[config.mk]
export PLATFORM = sky130hd
export DESIGN_NAME = multicycle_control_flat
export DESIGN_NICKNAME = d
export VERILOG_FILES = /design/src/rtl/mc_pkg.sv /design/src/rtl/multicycle_control_if.sv /design/src/rtl/mc_wait_timer.sv /design/src/rtl/multicycle_control.sv /design/src/flat_wrapper.sv
export SDC_FILE = /design/constraint.sdc
export NUM_CORES = 1
export LEC_CHECK = 0
export BUFFER_PORTS_ARGS = -buffer_cell sky130_fd_sc_hd__buf_2
export CORE_ASPECT_RATIO = 0.75
export CORE_MARGIN = 3
export CORE_UTILIZATION = 51
export DETAILED_ROUTE_END_ITERATION = 16
export HOLD_SLACK_MARGIN = 0.15
export PLACE_DENSITY = 0.89
export SLEW_MARGIN = 15
export SYNTH_ARGS = -nofsm -noshare
export SYNTH_HDL_FRONTEND = slang
export SYNTH_SLANG_ARGS = --single-unit
[constraint.sdc]
create_clock -name clk -period 2.84 [get_ports clk]
set_input_delay 0.142 -clock clk [delete_from_list [all_inputs] [get_ports clk]]
set_output_delay 0.142 -clock clk [all_outputs]
set_load 0.1 [all_outputs]
[src/rtl/mc_pkg.sv]
// rtl/mc_pkg.sv - shared states, opcodes and control encodings for multicycle_control (MULTICYCLE_JUMP_EN adds S_JUMP)
package mc_pkg;

    typedef enum logic [3:0] {
        S_FETCH,
        S_DECODE,
        S_MEM_ADDR,
        S_MEM_READ,
        S_MEM_WB,
        S_MEM_WRITE,
        S_R_EXEC,
        S_R_WB,
        S_BRANCH
`ifdef MULTICYCLE_JUMP_EN
        , S_JUMP
`endif
    } state_t;

    localparam logic [5:0] OP_RTYPE = 6'b000000;
    localparam logic [5:0] OP_LW    = 6'b100011;
    localparam logic [5:0] OP_SW    = 6'b101011;
    localparam logic [5:0] OP_BEQ   = 6'b000100;
    localparam logic [5:0] OP_J     = 6'b000010;

    localparam logic [1:0] ALUOP_ADD   = 2'b00;
    localparam logic [1:0] ALUOP_SUB   = 2'b01;
    localparam logic [1:0] ALUOP_FUNCT = 2'b10;

    localparam logic [1:0] PCSRC_ALU    = 2'b00;
    localparam logic [1:0] PCSRC_ALUOUT = 2'b01;
    localparam logic [1:0] PCSRC_JUMP   = 2'b10;

    localparam logic [1:0] SRCB_REG  = 2'b00;
    localparam logic [1:0] SRCB_FOUR = 2'b01;
    localparam logic [1:0] SRCB_IMM  = 2'b10;
    localparam logic [1:0] SRCB_BOFS = 2'b11;

    // States that wait on mem_ready and are guarded by the wait timer.
    function automatic logic is_mem_wait(input state_t s);
        return (s == S_FETCH) || (s == S_MEM_READ) || (s == S_MEM_WRITE);
    endfunction

endpackage

[src/rtl/multicycle_control_if.sv]
// rtl/multicycle_control_if.sv - controller <-> datapath/memory signal bundle
interface multicycle_control_if;
    logic [5:0] opcode;
    logic       mem_ready;
    logic       PCWrite;
    logic       PCWriteCond;
    logic       IorD;
    logic       MemRead;
    logic       MemWrite;
    logic       MemtoReg;
    logic       IRWrite;
    logic       RegWrite;
    logic       RegDst;
    logic       ALUSrcA;
    logic [1:0] ALUSrcB;
    logic [1:0] ALUOp;
    logic [1:0] PCSource;
    logic       illegal_op;
    logic       mem_timeout;
    logic       instr_done;

    modport master (
        input  opcode, mem_ready,
        output PCWrite, PCWriteCond, IorD, MemRead, MemWrite, MemtoReg,
               IRWrite, RegWrite, RegDst, ALUSrcA, ALUSrcB, ALUOp, PCSource,
               illegal_op, mem_timeout, instr_done
    );

    modport slave (
        output opcode, mem_ready,
        input  PCWrite, PCWriteCond, IorD, MemRead, MemWrite, MemtoReg,
               IRWrite, RegWrite, RegDst, ALUSrcA, ALUSrcB, ALUOp, PCSource,
               illegal_op, mem_timeout, instr_done
    );
endinterface

[src/rtl/mc_wait_timer.sv]
// rtl/mc_wait_timer.sv - 8-bit memory wait counter; expired when count equals WAIT_LIMIT
module mc_wait_timer #(
    parameter int WAIT_LIMIT = 15
) (
    input  logic       clk,
    input  logic       rst_n,
    input  logic       clr,
    input  logic       en,
    output logic [7:0] count,
    output logic       expired
);

    localparam logic [7:0] LIMIT = 8'(WAIT_LIMIT);

    logic [7:0] count_d, count_q;

    always_comb begin
        count_d = count_q;
        if (clr) begin
            count_d = 8'd0;
        end else if (en) begin
            count_d = count_q + 8'd1;
        end
    end

    always_ff @(posedge clk or negedge rst_n) begin
        if (!rst_n) begin
            count_q <= 8'd0;
        end else begin
            count_q <= count_d;
        end
    end

    assign count   = count_q;
    assign expired = (count_q == LIMIT);

endmodule

[src/rtl/multicycle_control.sv]
// rtl/multicycle_control.sv - multicycle CPU control FSM with memory wait timeout (MULTICYCLE_JUMP_EN enables j)
module multicycle_control
    import mc_pkg::*;
#(
    parameter int WAIT_LIMIT = 15
) (
    input  logic                        clk,
    input  logic                        rst_n,
    multicycle_control_if.master        bus
);

    state_t     state_d, state_q;
    logic [5:0] op_d, op_q;

    logic       wait_st;
    logic       expired;
    logic       timeout;
    logic       tmr_clr;
    logic       tmr_en;
    logic [7:0] tmr_count;

    logic       pc_write, pc_write_cond, iord, mem_read, mem_write, memto_reg;
    logic       ir_write, reg_write, reg_dst, alu_src_a;
    logic [1:0] alu_src_b, alu_op, pc_source;
    logic       illegal_op, mem_timeout, instr_done;

    mc_wait_timer #(.WAIT_LIMIT(WAIT_LIMIT)) u_wait_timer (
        .clk     (clk),
        .rst_n   (rst_n),
        .clr     (tmr_clr),
        .en      (tmr_en),
        .count   (tmr_count),
        .expired (expired)
    );

    // Completion takes priority over expiry when both land in the same cycle.
    assign wait_st = is_mem_wait(state_q);
    assign timeout = wait_st && expired && !bus.mem_ready;
    assign tmr_clr = !wait_st || bus.mem_ready || timeout;
    assign tmr_en  = wait_st && !bus.mem_ready;

    assign op_d = (state_q == S_DECODE) ? bus.opcode : op_q;

    always_comb begin
        state_d       = state_q;
        pc_write      = 1'b0;
        pc_write_cond = 1'b0;
        iord          = 1'b0;
        mem_read      = 1'b0;
        mem_write     = 1'b0;
        memto_reg     = 1'b0;
        ir_write      = 1'b0;
        reg_write     = 1'b0;
        reg_dst       = 1'b0;
        alu_src_a     = 1'b0;
        alu_src_b     = SRCB_REG;
        alu_op        = ALUOP_ADD;
        pc_source     = PCSRC_ALU;
        illegal_op    = 1'b0;
        mem_timeout   = 1'b0;
        instr_done    = 1'b0;

        case (state_q)
            S_FETCH: begin
                alu_src_b = SRCB_FOUR;
                if (timeout) begin
                    mem_timeout = 1'b1;
                    state_d     = S_FETCH;
                end else begin
                    mem_read = 1'b1;
                    if (bus.mem_ready) begin
                        // Held low while reset is asserted so no IR/PC update leaks out.
                        ir_write = rst_n;
                        pc_write = rst_n;
                        state_d  = S_DECODE;
                    end
                end
            end
            S_DECODE: begin
                alu_src_b = SRCB_BOFS;
                case (bus.opcode)
                    OP_RTYPE:     state_d = S_R_EXEC;
                    OP_LW, OP_SW: state_d = S_MEM_ADDR;
                    OP_BEQ:       state_d = S_BRANCH;
`ifdef MULTICYCLE_JUMP_EN
                    OP_J:         state_d = S_JUMP;
`endif
                    default: begin
                        illegal_op = 1'b1;
                        state_d    = S_FETCH;
                    end
                endcase
            end
            S_MEM_ADDR: begin
                alu_src_a = 1'b1;
                alu_src_b = SRCB_IMM;
                state_d   = (op_q == OP_SW) ? S_MEM_WRITE : S_MEM_READ;
            end
            S_MEM_READ: begin
                iord = 1'b1;
                if (timeout) begin
                    mem_timeout = 1'b1;
                    state_d     = S_FETCH;
                end else begin
                    mem_read = 1'b1;
                    if (bus.mem_ready) state_d = S_MEM_WB;
                end
            end
            S_MEM_WB: begin
                reg_write  = 1'b1;
                memto_reg  = 1'b1;
                instr_done = 1'b1;
                state_d    = S_FETCH;
            end
            S_MEM_WRITE: begin
                iord = 1'b1;
                if (timeout) begin
                    mem_timeout = 1'b1;
                    state_d     = S_FETCH;
                end else begin
                    mem_write = 1'b1;
                    if (bus.mem_ready) begin
                        instr_done = 1'b1;
                        state_d    = S_FETCH;
                    end
                end
            end
            S_R_EXEC: begin
                alu_src_a = 1'b1;
                alu_src_b = SRCB_REG;
                alu_op    = ALUOP_FUNCT;
                state_d   = S_R_WB;
            end
            S_R_WB: begin
                reg_write  = 1'b1;
                reg_dst    = 1'b1;
                instr_done = 1'b1;
                state_d    = S_FETCH;
            end
            S_BRANCH: begin
                alu_src_a     = 1'b1;
                alu_src_b     = SRCB_REG;
                alu_op        = ALUOP_SUB;
                pc_write_cond = 1'b1;
                pc_source     = PCSRC_ALUOUT;
                instr_done    = 1'b1;
                state_d       = S_FETCH;
            end
`ifdef MULTICYCLE_JUMP_EN
            S_JUMP: begin
                pc_write   = 1'b1;
                pc_source  = PCSRC_JUMP;
                instr_done = 1'b1;
                state_d    = S_FETCH;
            end
`endif
            default: state_d = S_FETCH;
        endcase
    end

    always_ff @(posedge clk or negedge rst_n) begin
        if (!rst_n) begin
            state_q <= S_FETCH;
            op_q    <= OP_RTYPE;
        end else begin
            state_q <= state_d;
            op_q    <= op_d;
        end
    end

    assign bus.PCWrite     = pc_write;
    assign bus.PCWriteCond = pc_write_cond;
    assign bus.IorD        = iord;
    assign bus.MemRead     = mem_read;
    assign bus.MemWrite    = mem_write;
    assign bus.MemtoReg    = memto_reg;
    assign bus.IRWrite     = ir_write;
    assign bus.RegWrite    = reg_write;
    assign bus.RegDst      = reg_dst;
    assign bus.ALUSrcA     = alu_src_a;
    assign bus.ALUSrcB     = alu_src_b;
    assign bus.ALUOp       = alu_op;
    assign bus.PCSource    = pc_source;
    assign bus.illegal_op  = illegal_op;
    assign bus.mem_timeout = mem_timeout;
    assign bus.instr_done  = instr_done;

    logic unused_ok;
    assign unused_ok = ^tmr_count;

endmodule

[src/flat_wrapper.sv]
// flat-port wrapper written by rule: the top's interface ports become plain ports
module multicycle_control_flat import mc_pkg::*;
#(
    parameter int WAIT_LIMIT = 15
)
  (clk, rst_n, bus_opcode, bus_mem_ready, bus_PCWrite, bus_PCWriteCond, bus_IorD, bus_MemRead, bus_MemWrite, bus_MemtoReg, bus_IRWrite, bus_RegWrite, bus_RegDst, bus_ALUSrcA, bus_ALUSrcB, bus_ALUOp, bus_PCSource, bus_illegal_op, bus_mem_timeout, bus_instr_done);
  multicycle_control_if bus_i ();
  input  logic clk;
  input  logic rst_n;
  input wire logic [$bits(bus_i.opcode)-1:0] bus_opcode;
  input wire logic [$bits(bus_i.mem_ready)-1:0] bus_mem_ready;
  output wire logic [$bits(bus_i.PCWrite)-1:0] bus_PCWrite;
  output wire logic [$bits(bus_i.PCWriteCond)-1:0] bus_PCWriteCond;
  output wire logic [$bits(bus_i.IorD)-1:0] bus_IorD;
  output wire logic [$bits(bus_i.MemRead)-1:0] bus_MemRead;
  output wire logic [$bits(bus_i.MemWrite)-1:0] bus_MemWrite;
  output wire logic [$bits(bus_i.MemtoReg)-1:0] bus_MemtoReg;
  output wire logic [$bits(bus_i.IRWrite)-1:0] bus_IRWrite;
  output wire logic [$bits(bus_i.RegWrite)-1:0] bus_RegWrite;
  output wire logic [$bits(bus_i.RegDst)-1:0] bus_RegDst;
  output wire logic [$bits(bus_i.ALUSrcA)-1:0] bus_ALUSrcA;
  output wire logic [$bits(bus_i.ALUSrcB)-1:0] bus_ALUSrcB;
  output wire logic [$bits(bus_i.ALUOp)-1:0] bus_ALUOp;
  output wire logic [$bits(bus_i.PCSource)-1:0] bus_PCSource;
  output wire logic [$bits(bus_i.illegal_op)-1:0] bus_illegal_op;
  output wire logic [$bits(bus_i.mem_timeout)-1:0] bus_mem_timeout;
  output wire logic [$bits(bus_i.instr_done)-1:0] bus_instr_done;
  assign bus_i.opcode = bus_opcode;
  assign bus_i.mem_ready = bus_mem_ready;
  assign bus_PCWrite = bus_i.PCWrite;
  assign bus_PCWriteCond = bus_i.PCWriteCond;
  assign bus_IorD = bus_i.IorD;
  assign bus_MemRead = bus_i.MemRead;
  assign bus_MemWrite = bus_i.MemWrite;
  assign bus_MemtoReg = bus_i.MemtoReg;
  assign bus_IRWrite = bus_i.IRWrite;
  assign bus_RegWrite = bus_i.RegWrite;
  assign bus_RegDst = bus_i.RegDst;
  assign bus_ALUSrcA = bus_i.ALUSrcA;
  assign bus_ALUSrcB = bus_i.ALUSrcB;
  assign bus_ALUOp = bus_i.ALUOp;
  assign bus_PCSource = bus_i.PCSource;
  assign bus_illegal_op = bus_i.illegal_op;
  assign bus_mem_timeout = bus_i.mem_timeout;
  assign bus_instr_done = bus_i.instr_done;
  multicycle_control #(.WAIT_LIMIT(WAIT_LIMIT)) u_core (.clk(clk), .rst_n(rst_n), .bus(bus_i));
endmodule
==> qor.log, run 1 <==
[logic_synthesis] share of flip-flops with an asynchronous set or reset after synthesis 100%
[logic_synthesis] sequential-to-total area share from yosys stat 39.8%
[logic_synthesis] Post-Synthesis Net Count 135
[power] combinational cell fraction of total power 61.2%
[placement] Placed Cells incl. Taps 166
[grt] gr usage total 19.7%
[power] cell internal power dissipation 0.000604 W
[logic_synthesis] main area contributors after synthesis dfrtp_1 (40%), nor2_1 (7.3%), mux2_2 (7.0%)
[floorplan] count of pins on the block boundary 28
[clocking] setup bufs post-CTS 0
[logic_synthesis] instance count of the mapped netlist 125
[power] leakage power 0.627 nW
[status] run status completed
[grt] sum of overflow across all layers after global routing 0
[sta] Finish-stage setup viols 0
[routing] DRT Wirelength 2520 um
[finish] fin nets 165
[routing] post-DR wirelength/cell 14.2 um
[sta] upper clock frequency limit 438 MHz
[clocking] clk buf depth 2
[logic_synthesis] number of unique standard cell types used by synthesis 35
[sta] actual transition at the worst max-transition pin 0.524 ns
[clocking] number of H-tree levels 1
[sta] number of hold-slack violations in the final timing report 0
[clocking] CTS Buf Count 3
[logic_synthesis] Post-Syn Area 1130 um2
[clocking] clock transition at the registers of the reported paths 0.10 ns
[sta] hold slack 0.290 ns
[placement] global placement routability congestion 0.743
[routing] DRT Pass-1 Iters 4
[routing] vias post-DR 1037
[logic_synthesis] Mean Syn Cell Area 9.05 um2
[power] switching share of power 57.0%
[sta] setup repair after global routing missed its margin false
[power] Seq pwr share 29.9%
[finish] area taken by flip-flops and latches 450 um2
[power] Clk pwr share 8.9%
[routing] number of violations reported at the end of detailed-routing iteration 0 63
[routing] post-detailed-route DRC marker count 0
[logic_synthesis] most numerous cell types in the synthesized netlist nor2_1 (22), dfrtp_1 (18), nand2_1 (8)
[floorplan] x dimension of the die 60.4 um
[floorplan] die area 2820 um2
[placement] number of port buffers 26
[finish] final antenna diode count 0
[setup_path] type of element launching the critical path flop
[grt] first-pass GRT wire length 4060 um
[setup_path] classification of the worst setup path flop to output port
[power] sw power 0.000801 W
[sta] final setup TNS 0 ns
[logic_synthesis] YS warnings 0
[logic_synthesis] post-synthesis register bit count 18
[setup_path] maximum fanout along the worst path 12
[power] pwr/cell area 1030 nW/um2
[sta] Worst Skew 0.00559 ns
[finish] number of filler cells placed in the layout 171
[logic_synthesis] Post-synth EDFFs 0
[grt] largest net degree at the start of global routing 20
[clocking] clock tree from TritonCTS yes
[power] worst ir drop on vdd 943 uV
[routing] vias per inst 5.86
[setup_path] arrival time worst endpoint 2.14 ns
[logic_synthesis] Yosys top cell area share 39.8%
[clocking] number of clock sinks 18
[floorplan] Core Area 2050 um2
[logic_synthesis] most frequent cell after synthesis nor2_1
[logic_synthesis] predominant post-synthesis flop cell dfrtp_1
[grt] vias in the first global route 940
[grt] number of antenna violations at the first check in global routing 0
[sta] worst max-slew margin expressed relative to the limit 65.0%
[setup_path] setup slack of the worst register-to-register path 1.00 ns
[sta] share of the clock period used by the worst path 80.3%
[clocking] source-to-sink clock delay at the later pin of the worst-skew pair 0.30 ns
[finish] area occupied by multi-input gates 643 um2
[finish] share of cells above drive strength 1 31.4%
[floorplan] Vert. Die Dim 46.8 um
[sta] count of final max-slew check failures 0
[floorplan] std cell rows 14
[routing] number of routed nets with antenna violations 0
[finish] Core Util, Final 66.5%
[job] max cap viols 0
[finish] Non-Filler Instances 177
[setup_path] crit path capture type output port
[clocking] buffer type at the clock tree root clkbuf_4
[finish] Synth-to-Final Area Change 20.6%
[clocking] CTS Hold Bufs 8
[logic_synthesis] Yosys top cell by area dfrtp_1
[min_path] worst min-delay path category input pin to flop
[clocking] PostCTS Resize Cnt 0
[setup_path] required arrival time at the worst endpoint 2.70 ns
[sta] shortest period the worst path allows 2.28 ns
[placement] post-DP HPWL 1870 um
[floorplan] starting density of the core 55.2%
[finish] final cell area excluding filler cells 1360 um2
[placement] standard cell area after detailed placement 1260 um2
-- per-stage QoR --
stage,setup slack (ns),power [W]
CTS,0.566,0.00141
global placement,0.979,0.00125
finish,0.559,0.00141
floorplan,-0.265,0.00116
detailed placement,0.909,0.00128
global route,0.443,0.00149
-- state kept, by name, summed over array words and instances, names as in the netlist --
signal                     flops
u_core.u_wait_timer.count      8
u_core.op_q                    6
u_core.state_q                 4
-- worst paths after layout --
path                                                    from                            to  depth (start not counted)
worst max-delay path                       u_core.state_q[2]                   bus_MemRead                          5
worst min-delay path                           bus_mem_ready             u_core.state_q[0]                          3
worst max register to register             u_core.state_q[0]             u_core.state_q[3]                          4
worst min register to register  u_core.u_wait_timer.count[0]  u_core.u_wait_timer.count[0]                          1
max in group asynchronous                              rst_n                u_core.op_q[0]                          2
min in group asynchronous                              rst_n  u_core.u_wait_timer.count[5]                          2
-- power groups by stage --
stage / registers, W / logic [W] / clock network, W
global placement: 0.000414 / 0.000834 / 0
CTS: 0.000419 / 0.000863 / 0.000133
detailed placement: 0.000424 / 0.000853 / 0
floorplan: 0.000372 / 0.000787 / 0
finish: 0.000420 / 0.000860 / 0.000126
global route: 0.000432 / 0.000911 / 0.000145
-- cell type report --
cell class | instances | area share [%]
inverters | 2 | 0.550
multi-input cells | 96 | 47.2
clock buffers | 3 | 1.65
well taps | 24 | 2.20
flip-flops and latches | 18 | 33.0
repair buffers | 34 | 15.4
-- kinds of logic (layout without fill, tap and decap cells) --
| family | count (synthesis) | count (layout) | share of synthesized area (%) |
|---|---|---|---|
| and+or+nand+nor | 66 | 66 | 32.2 |
| other | 1 | 1 | 0.332 |
| adders and majority gates | 1 | 1 | 1.11 |
| buffers and inverters | 11 | 39 | 5.42 |
| muxes | 7 | 7 | 6.97 |
| DFF | 18 | 18 | 39.8 |
| xor gates and xnor gates | 8 | 8 | 6.19 |
| AOI/OAI and AO/OA | 13 | 13 | 7.96 |
-- layout by cell type (no fill, tap or decap), drive strengths merged, types with 3 or more instances in the layout --
| cell type | count |
|---|---|
| a21oi | 6 |
| buf | 26 |
| clkbuf | 3 |
| dfrtp | 18 |
| dlygate4sd3 | 8 |
| mux2 | 7 |
| nand2 | 9 |
| nand2b | 5 |
| nand3 | 7 |
| nand4b | 3 |
| nor2 | 23 |
| nor3 | 5 |
| nor4 | 3 |
| xnor2 | 6 |
-- layer usage --
layer  GRT usage (%)  vias to the layer above  wire, um
met5               0                        -         0
met2            34.5                       51      1290
met4            4.87                        0        19
met3            5.77                        3       189
met1            24.4                      497      1020
li1                -                      486         -
-- critical path, stage by stage (launching register included) --
cell and delay (ns):
dfrtp_1 0.62, nand4bb_1 0.24, a2bb2oi_2 0.24, nor2_2 0.09, nor4_2 0.19, buf_2 0.46
No activity file was read; power rests on OpenSTA's default activity.
==> inputs of run 2 (changes only) <==
- CORE_UTILIZATION: 51 -> 47
- PLACE_DENSITY: 0.89 -> 0.87
- clock period: 2.84 -> 1.9 ns (I/O delays scaled with it)
==> qor.log, run 2 (same netlist as run 1, synthesis figures left out) <==
[sta] count of final max-slew check failures 0 [unchanged]
[grt] sum of overflow across all layers after global routing 0 [unchanged]
[routing] post-DR wirelength/cell 15.3 um [+7.2%]
[sta] Worst Skew 0.00758 ns [+0.00199 ns]
[grt] number of antenna violations at the first check in global routing 0 [unchanged]
[sta] share of the clock period used by the worst path 99.5%
[routing] DRT Wirelength 2970 um [+18%]
[floorplan] starting density of the core 52.9% [-2.3 points]
[setup_path] arrival time worst endpoint 1.79 ns [-0.35 ns]
[min_path] hold path depth 3 [unchanged]
[setup_path] number of cell instances on the worst register-to-register path 5 [+1]
[clocking] CTS Buf Count 3 [unchanged]
[finish] Synth-to-Final Area Change 47.6%
[sta] number of hold-slack violations in the final timing report 0 [unchanged]
[placement] minimum setup slack after placement 0.204 ns [-0.705 ns]
[placement] post-DP HPWL 2070 um [+11%]
[min_path] end of the worst hold path u_core.state_q[0]
[setup_path] startpoint of the worst-slack reg-to-reg timing path u_core.state_q[1]
[min_path] start point of the worst hold path bus_mem_ready
[setup_path] crit path capture type output port
[clocking] number of H-tree levels 1 [unchanged]
[routing] DRT Pass-1 Iters 4 [unchanged]
[power] pwr/cell area 1500 nW/um2 [+46%]
[finish] highest-count cells in the layout ignoring fill and taps buf_2 (19), nor2_1 (14), dfrtp_1 (14)
[grt] vias in the first global route 1043 [+11%]
[finish] fin nets 174 [+5.5%]
[sta] setup repair after global routing missed its margin true
[min_path] worst min-delay path category input pin to flop
[routing] vias post-DR 1040 [+0.29%]
[routing] number of routed nets with antenna violations 0 [unchanged]
[finish] flip-flop count of the largest register after layout 8 [unchanged]
[clocking] clock transition at the registers of the reported paths 0.12 ns [+0.02 ns]
[power] leakage power 0.712 nW [+14%]
[clocking] buffer type at the clock tree root clkbuf_4
[floorplan] x dimension of the die 62.6 um [+3.8%]
[sta] post-route worst setup slack 0.0103 ns [-0.549 ns]
[floorplan] count of pins on the block boundary 28 [unchanged]
[finish] final antenna diode count 0 [unchanged]
[sta] Finish-stage setup viols 0 [unchanged]
[setup_path] terminus of the critical flop-to-flop path u_core.state_q[3]
[setup_path] type of element launching the critical path flop
[routing] post-detailed-route DRC marker count 0 [unchanged]
[placement] global placement routability congestion 0.783 [+5.3%]
[clocking] source-to-sink clock delay at the later pin of the worst-skew pair 0.30 ns [about the same]
[setup_path] critical-path cell with the highest stage delay dfrtp_2
[sta] hold slack 0.216 ns [-0.0743 ns]
[status] run status completed
[job] max cap viols 0 [unchanged]
[setup_path] chain of cells forming the critical path buf_4 -> or2_4 -> nor3_4 -> buf_2
[finish] most frequent standard cell in the layout excluding fill and tap cells buf_2
[clocking] clock tree from TritonCTS yes
[floorplan] std cell rows 14 [unchanged]
[floorplan] Core Area 2140 um2 [+4.3%]
[setup_path] maximum fanout along the worst path 7 [-5]
[setup_path] setup slack of the worst register-to-register path 0.12 ns [-0.88 ns]
[setup_path] required arrival time at the worst endpoint 1.80 ns [-0.90 ns]
[sta] upper clock frequency limit 529 MHz
[sta] shortest period the worst path allows 1.89 ns
[grt] first-pass GRT wire length 4840 um [+19%]
[grt] largest net degree at the start of global routing 19 [-5.0%]
[power] worst ir drop on vdd 1020 uV [+7.8%]
[grt] gr usage total 19.8% [+0.041 points]
[placement] number of port buffers 26 [unchanged]
[clocking] number of clock sinks 18 [unchanged]
[setup_path] classification of the worst setup path flop to output port
[clocking] clk buf depth 2 [unchanged]
[finish] share of cells above drive strength 1 48.5% [+17 points]
[routing] vias per inst 5.33 [-9.0%]
[floorplan] Vert. Die Dim 48.5 um [+3.6%]
[setup_path] Critical Path Max Stage Delay 0.47 ns [-0.15 ns]
[floorplan] die area 3040 um2 [+7.5%]
[routing] number of violations reported at the end of detailed-routing iteration 0 30 [-52%]
run 2: cell types whose count changed in the layout (fill, tap and decap cells not counted), moves of 4 or more:
cell | before | now
dfrtp_2 | 0 | 4
nor2_2 | 1 | 7
buf_4 | 0 | 9
dfrtp_1 | 18 | 14
buf_2 | 26 | 19
nor2_1 | 21 | 14
buf_12 | 0 | 7
run 2: worst max-delay path by stage:
stage | startpoint | endpoint | slack (ns)
2_1_floorplan | u_core.state_q[2] | bus_MemRead | -0.32
3_3_place_gp | u_core.state_q[3] | bus_instr_done | 0.25
3_5_place_dp | u_core.state_q[3] | bus_instr_done | 0.20
4_1_cts | u_core.state_q[2] | bus_ALUSrcA | 0.002
5_1_grt | u_core.state_q[2] | bus_PCWrite | -0.07
6_report | u_core.state_q[2] | bus_PCWrite | 0.01
run 2: stage by stage:
| stage | cell area (um2) | setup TNS [ns] | instances | power, W | util [%] |
|---|---|---|---|---|---|
| after global placement | 1470 | 0 | 176 | 0.00212 | 68.7 |
| after global routing | 1670 | -0.174 | 195 | 0.00261 | 78.1 |
| final | 1670 | 0 | 195 | 0.00251 | 78.1 |
| after floorplan | 1260 | -1.25 | 125 | 0.00186 | - |
| after CTS | 1650 | 0 | 195 | 0.00249 | 77.3 |
| after detailed placement | 1470 | 0 | 176 | 0.00217 | 68.7 |
run 2: metal layers:
| metal | GRT usage (%) | vias up | share of wire, % |
|---|---|---|---|
| met5 | 0 | - | 0 |
| met4 | 2.93 | 0 | 0.47 |
| met3 | 4.17 | 2 | 4.0 |
| met2 | 36.6 | 30 | 54 |
| met1 | 24.1 | 502 | 42 |
| li1 | - | 506 | - |
run 2: report_power, final:
part	switching, W	total (W)	leakage [nW]	internal (W)
combinational	0.00108	0.00165	0.463	0.000571
clock	0.000132	0.000249	0.0210	0.000117
sequential	0.000112	0.000608	0.228	0.000496
total	0.00132	0.00251	0.712	0.00118
run 2: cell type report:
type,instances,area [um2]
clock buffers,4,36.3
inverters,2,7.51
fillers,146,468
flip-flops and latches,18,455
multi-input cells,96,747
repair buffers,43,383
well taps,32,40.0
run 2: what timing repair did:
item	4_1_cts	5_1_grt
hold buffers	8	0
setup endpoints to repair	8	7
pin swaps	0	3
setup buffers	7	0
resized for setup	6	3
hold endpoints to repair	26	0
run 2: critical path, delay by kind of cell (launching register included):
| family | cells | cell delay, ns |
|---|---|---|
| AND/OR/NAND/NOR | 2 | 0.42 |
| flip-flops | 1 | 0.47 |
| buffers and inverters | 2 | 0.60 |
==> inputs of run 3 (changes only) <==
- BUFFER_PORTS_ARGS: -buffer_cell sky130_fd_sc_hd__buf_2 -> -buffer_cell sky130_fd_sc_hd__clkbuf_2
==> qor.log, run 3 (same netlist as run 1, synthesis figures left out) <==
[finish] Non-Filler Instances 196 [+0.51%]
[sta] Finish-stage setup viols 0 [unchanged]
[power] sw power 0.00134 W [+1.8%]
[clocking] clock tree from TritonCTS yes
[setup_path] type of element launching the critical path flop
[sta] actual transition at the worst max-transition pin 0.543 ns
[power] Seq pwr share 24.2% [about the same]
[finish] highest-count cells in the layout ignoring fill and taps nor2_1 (14), dfrtp_1 (14), buf_12 (13)
[placement] number of port buffers 26 [unchanged]
[grt] gr usage total 20.5% [+0.70 points]
[setup_path] startpoint of the worst-slack reg-to-reg timing path u_core.state_q[1]
[floorplan] x dimension of the die 62.6 um [unchanged]
[clocking] source-to-sink clock delay at the later pin of the worst-skew pair 0.29 ns [about the same]
[power] worst ir drop on vdd 1000 uV [-1.4%]
[floorplan] std cell rows 14 [unchanged]
[power] pwr/cell area 1420 nW/um2 [-5.3%]
[floorplan] starting density of the core 52.9% [unchanged]
[grt] vias in the first global route 1052 [+0.86%]
[grt] largest net degree at the start of global routing 19 [unchanged]
[floorplan] die area 3040 um2 [unchanged]
[setup_path] Critical Path Max Stage Delay 0.50 ns [+0.03 ns]
[placement] standard cell area after detailed placement 1560 um2 [+6.0%]
[power] Clk pwr share 7.6% [-2.4 points]
[job] max cap viols 0 [unchanged]
[clocking] number of H-tree levels 1 [unchanged]
[finish] flip-flop count of the largest register after layout 8 [unchanged]
[status] run status completed
[setup_path] required arrival time at the worst endpoint 1.80 ns [about the same]
[floorplan] count of pins on the block boundary 28 [unchanged]
[routing] post-DR wirelength/cell 15.2 um [about the same]
[placement] post-DP HPWL 2110 um [+1.8%]
[floorplan] Core Area 2140 um2 [unchanged]
[clocking] CTS Buf Count 3 [unchanged]
[routing] number of violations reported at the end of detailed-routing iteration 0 31 [+3.3%]
[setup_path] maximum fanout along the worst path 10 [+3]
[sta] number of hold-slack violations in the final timing report 0 [unchanged]
[setup_path] arrival time worst endpoint 1.74 ns [-0.05 ns]
[setup_path] number of cell instances on the worst register-to-register path 5 [unchanged]
[finish] Synth-to-Final Area Change 59.3%
[sta] setup repair after global routing missed its margin true
[min_path] worst min-delay path category input pin to flop
[sta] worst max-slew margin expressed relative to the limit 64.0%
[finish] final cell area excluding filler cells 1800 um2 [+7.9%]
[power] leakage power 0.733 nW [+2.9%]
[finish] share of cells above drive strength 1 50.0% [+1.5 points]
[routing] number of routed nets with antenna violations 0 [unchanged]
[routing] vias per inst 5.47 [+2.6%]
[routing] DRT Wirelength 2990 um [+0.47%]
[sta] shortest period the worst path allows 1.83 ns [-0.0556 ns]
[routing] DRT Pass-1 Iters 4 [unchanged]
[routing] vias post-DR 1072 [+3.1%]
[sta] count of final max-slew check failures 0 [unchanged]
[power] cell internal power dissipation 0.00122 W [+2.8%]
[clocking] buffer type at the clock tree root clkbuf_4
[power] combinational cell fraction of total power 68.2% [+2.4 points]
[clocking] clock transition at the registers of the reported paths 0.10 ns [-0.02 ns]
[min_path] hold path depth 4 [+1]
[grt] number of antenna violations at the first check in global routing 0 [unchanged]
[finish] final antenna diode count 0 [unchanged]
[setup_path] critical path startpoint u_core.state_q[3]
[setup_path] chain of cells forming the critical path nand2b_1 -> buf_6 -> inv_1 -> a21oi_2 -> o22ai_2 -> buf_12
[placement] Placed Cells incl. Taps 177 [+0.57%]
[setup_path] classification of the worst setup path flop to output port
[sta] Worst Skew 0.00485 ns [-0.00273 ns]
[power] switching share of power 52.5% [-0.27 points]
[placement] global placement routability congestion 0.863 [+10%]
[min_path] start point of the worst hold path bus_mem_ready
[grt] first-pass GRT wire length 4900 um [+1.2%]
[routing] post-detailed-route DRC marker count 0 [unchanged]
[setup_path] critical-path cell with the highest stage delay dfrtp_2
[finish] fin nets 175 [+0.57%]
[sta] upper clock frequency limit 545 MHz [+3.0%]
[floorplan] Vert. Die Dim 48.5 um [unchanged]
[setup_path] crit path capture type output port
[grt] sum of overflow across all layers after global routing 0 [unchanged]
[clocking] clk buf depth 2 [unchanged]
[sta] share of the clock period used by the worst path 96.5% [-2.9 points]
[clocking] number of clock sinks 18 [unchanged]
run 3: cell type report:
class | instances | area, um2
Fill cell | 123 | 335
Timing Repair Buffer | 44 | 487
Clock buffer | 4 | 26.3
Multi-Input combinational cell | 96 | 786
Sequential cell | 18 | 455
Inverter | 2 | 7.51
Tap cell | 32 | 40.0
run 3: repair_timing:
action,in CTS,in global routing
pin swaps,1,4
setup endpoints to repair,3,5
gates resized for setup,5,10
buffers inserted,2,5
hold buffers,8,0
gates cloned,0,0
endpoints found under the hold margin,25,0
run 3: path summary, 6_finish.rpt:
path                                           endpoint  slack (ns)
min in group asynchronous             u_core.state_q[2]        0.32
hold reg to reg            u_core.u_wait_timer.count[0]        0.49
hold / removal                        u_core.state_q[1]        0.28
max in group asynchronous             u_core.state_q[0]        1.37
setup / recovery                         bus_instr_done        0.07
setup reg to reg                      u_core.state_q[3]        0.08
run 3: power by group through the flow:
| stage | Clock [W] | Sequential [W] | Combinational, W |
|---|---|---|---|
| CTS | 0.000201 | 0.000600 | 0.00167 |
| floorplan | 0 | 0.000561 | 0.00130 |
| global placement | 0 | 0.000622 | 0.00155 |
| detailed placement | 0 | 0.000633 | 0.00159 |
| finish | 0.000194 | 0.000620 | 0.00175 |
| global route | 0.000222 | 0.000644 | 0.00184 |
run 3: per-layer routing:
layer | vias to the layer above | global-route usage, % | share of wire [%]
met2 | 31 | 36.5 | 53
li1 | 509 | - | -
met1 | 526 | 24.7 | 42
met3 | 6 | 5.79 | 4.0
met5 | - | 0 | 0
met4 | 0 | 4.40 | 1.5
run 3: through the flow:
stage	TNS, ns	hold WS (ns)	utilization (%)	power [W]	setup WS, ns
global placement	0	0.117	72.8	0.00217	0.261
finish	0	0.277	84.3	0.00256	0.0659
floorplan	-1.25	-0.201	-	0.00186	-0.318
detailed placement	0	0.112	72.8	0.00222	0.220
global route	-0.0897	0.284	84.3	0.00270	-0.0380
CTS	0	0.252	79.4	0.00247	0.00241
run 3: worst max-delay path: cells and delay by family, from the launching register on:
family	cells	cell delay (ns)
flip-flops	1	0.50
AND/OR/NAND/NOR	1	0.23
buffers and inverters	3	0.46
AO/OA/AOI/OAI	2	0.26
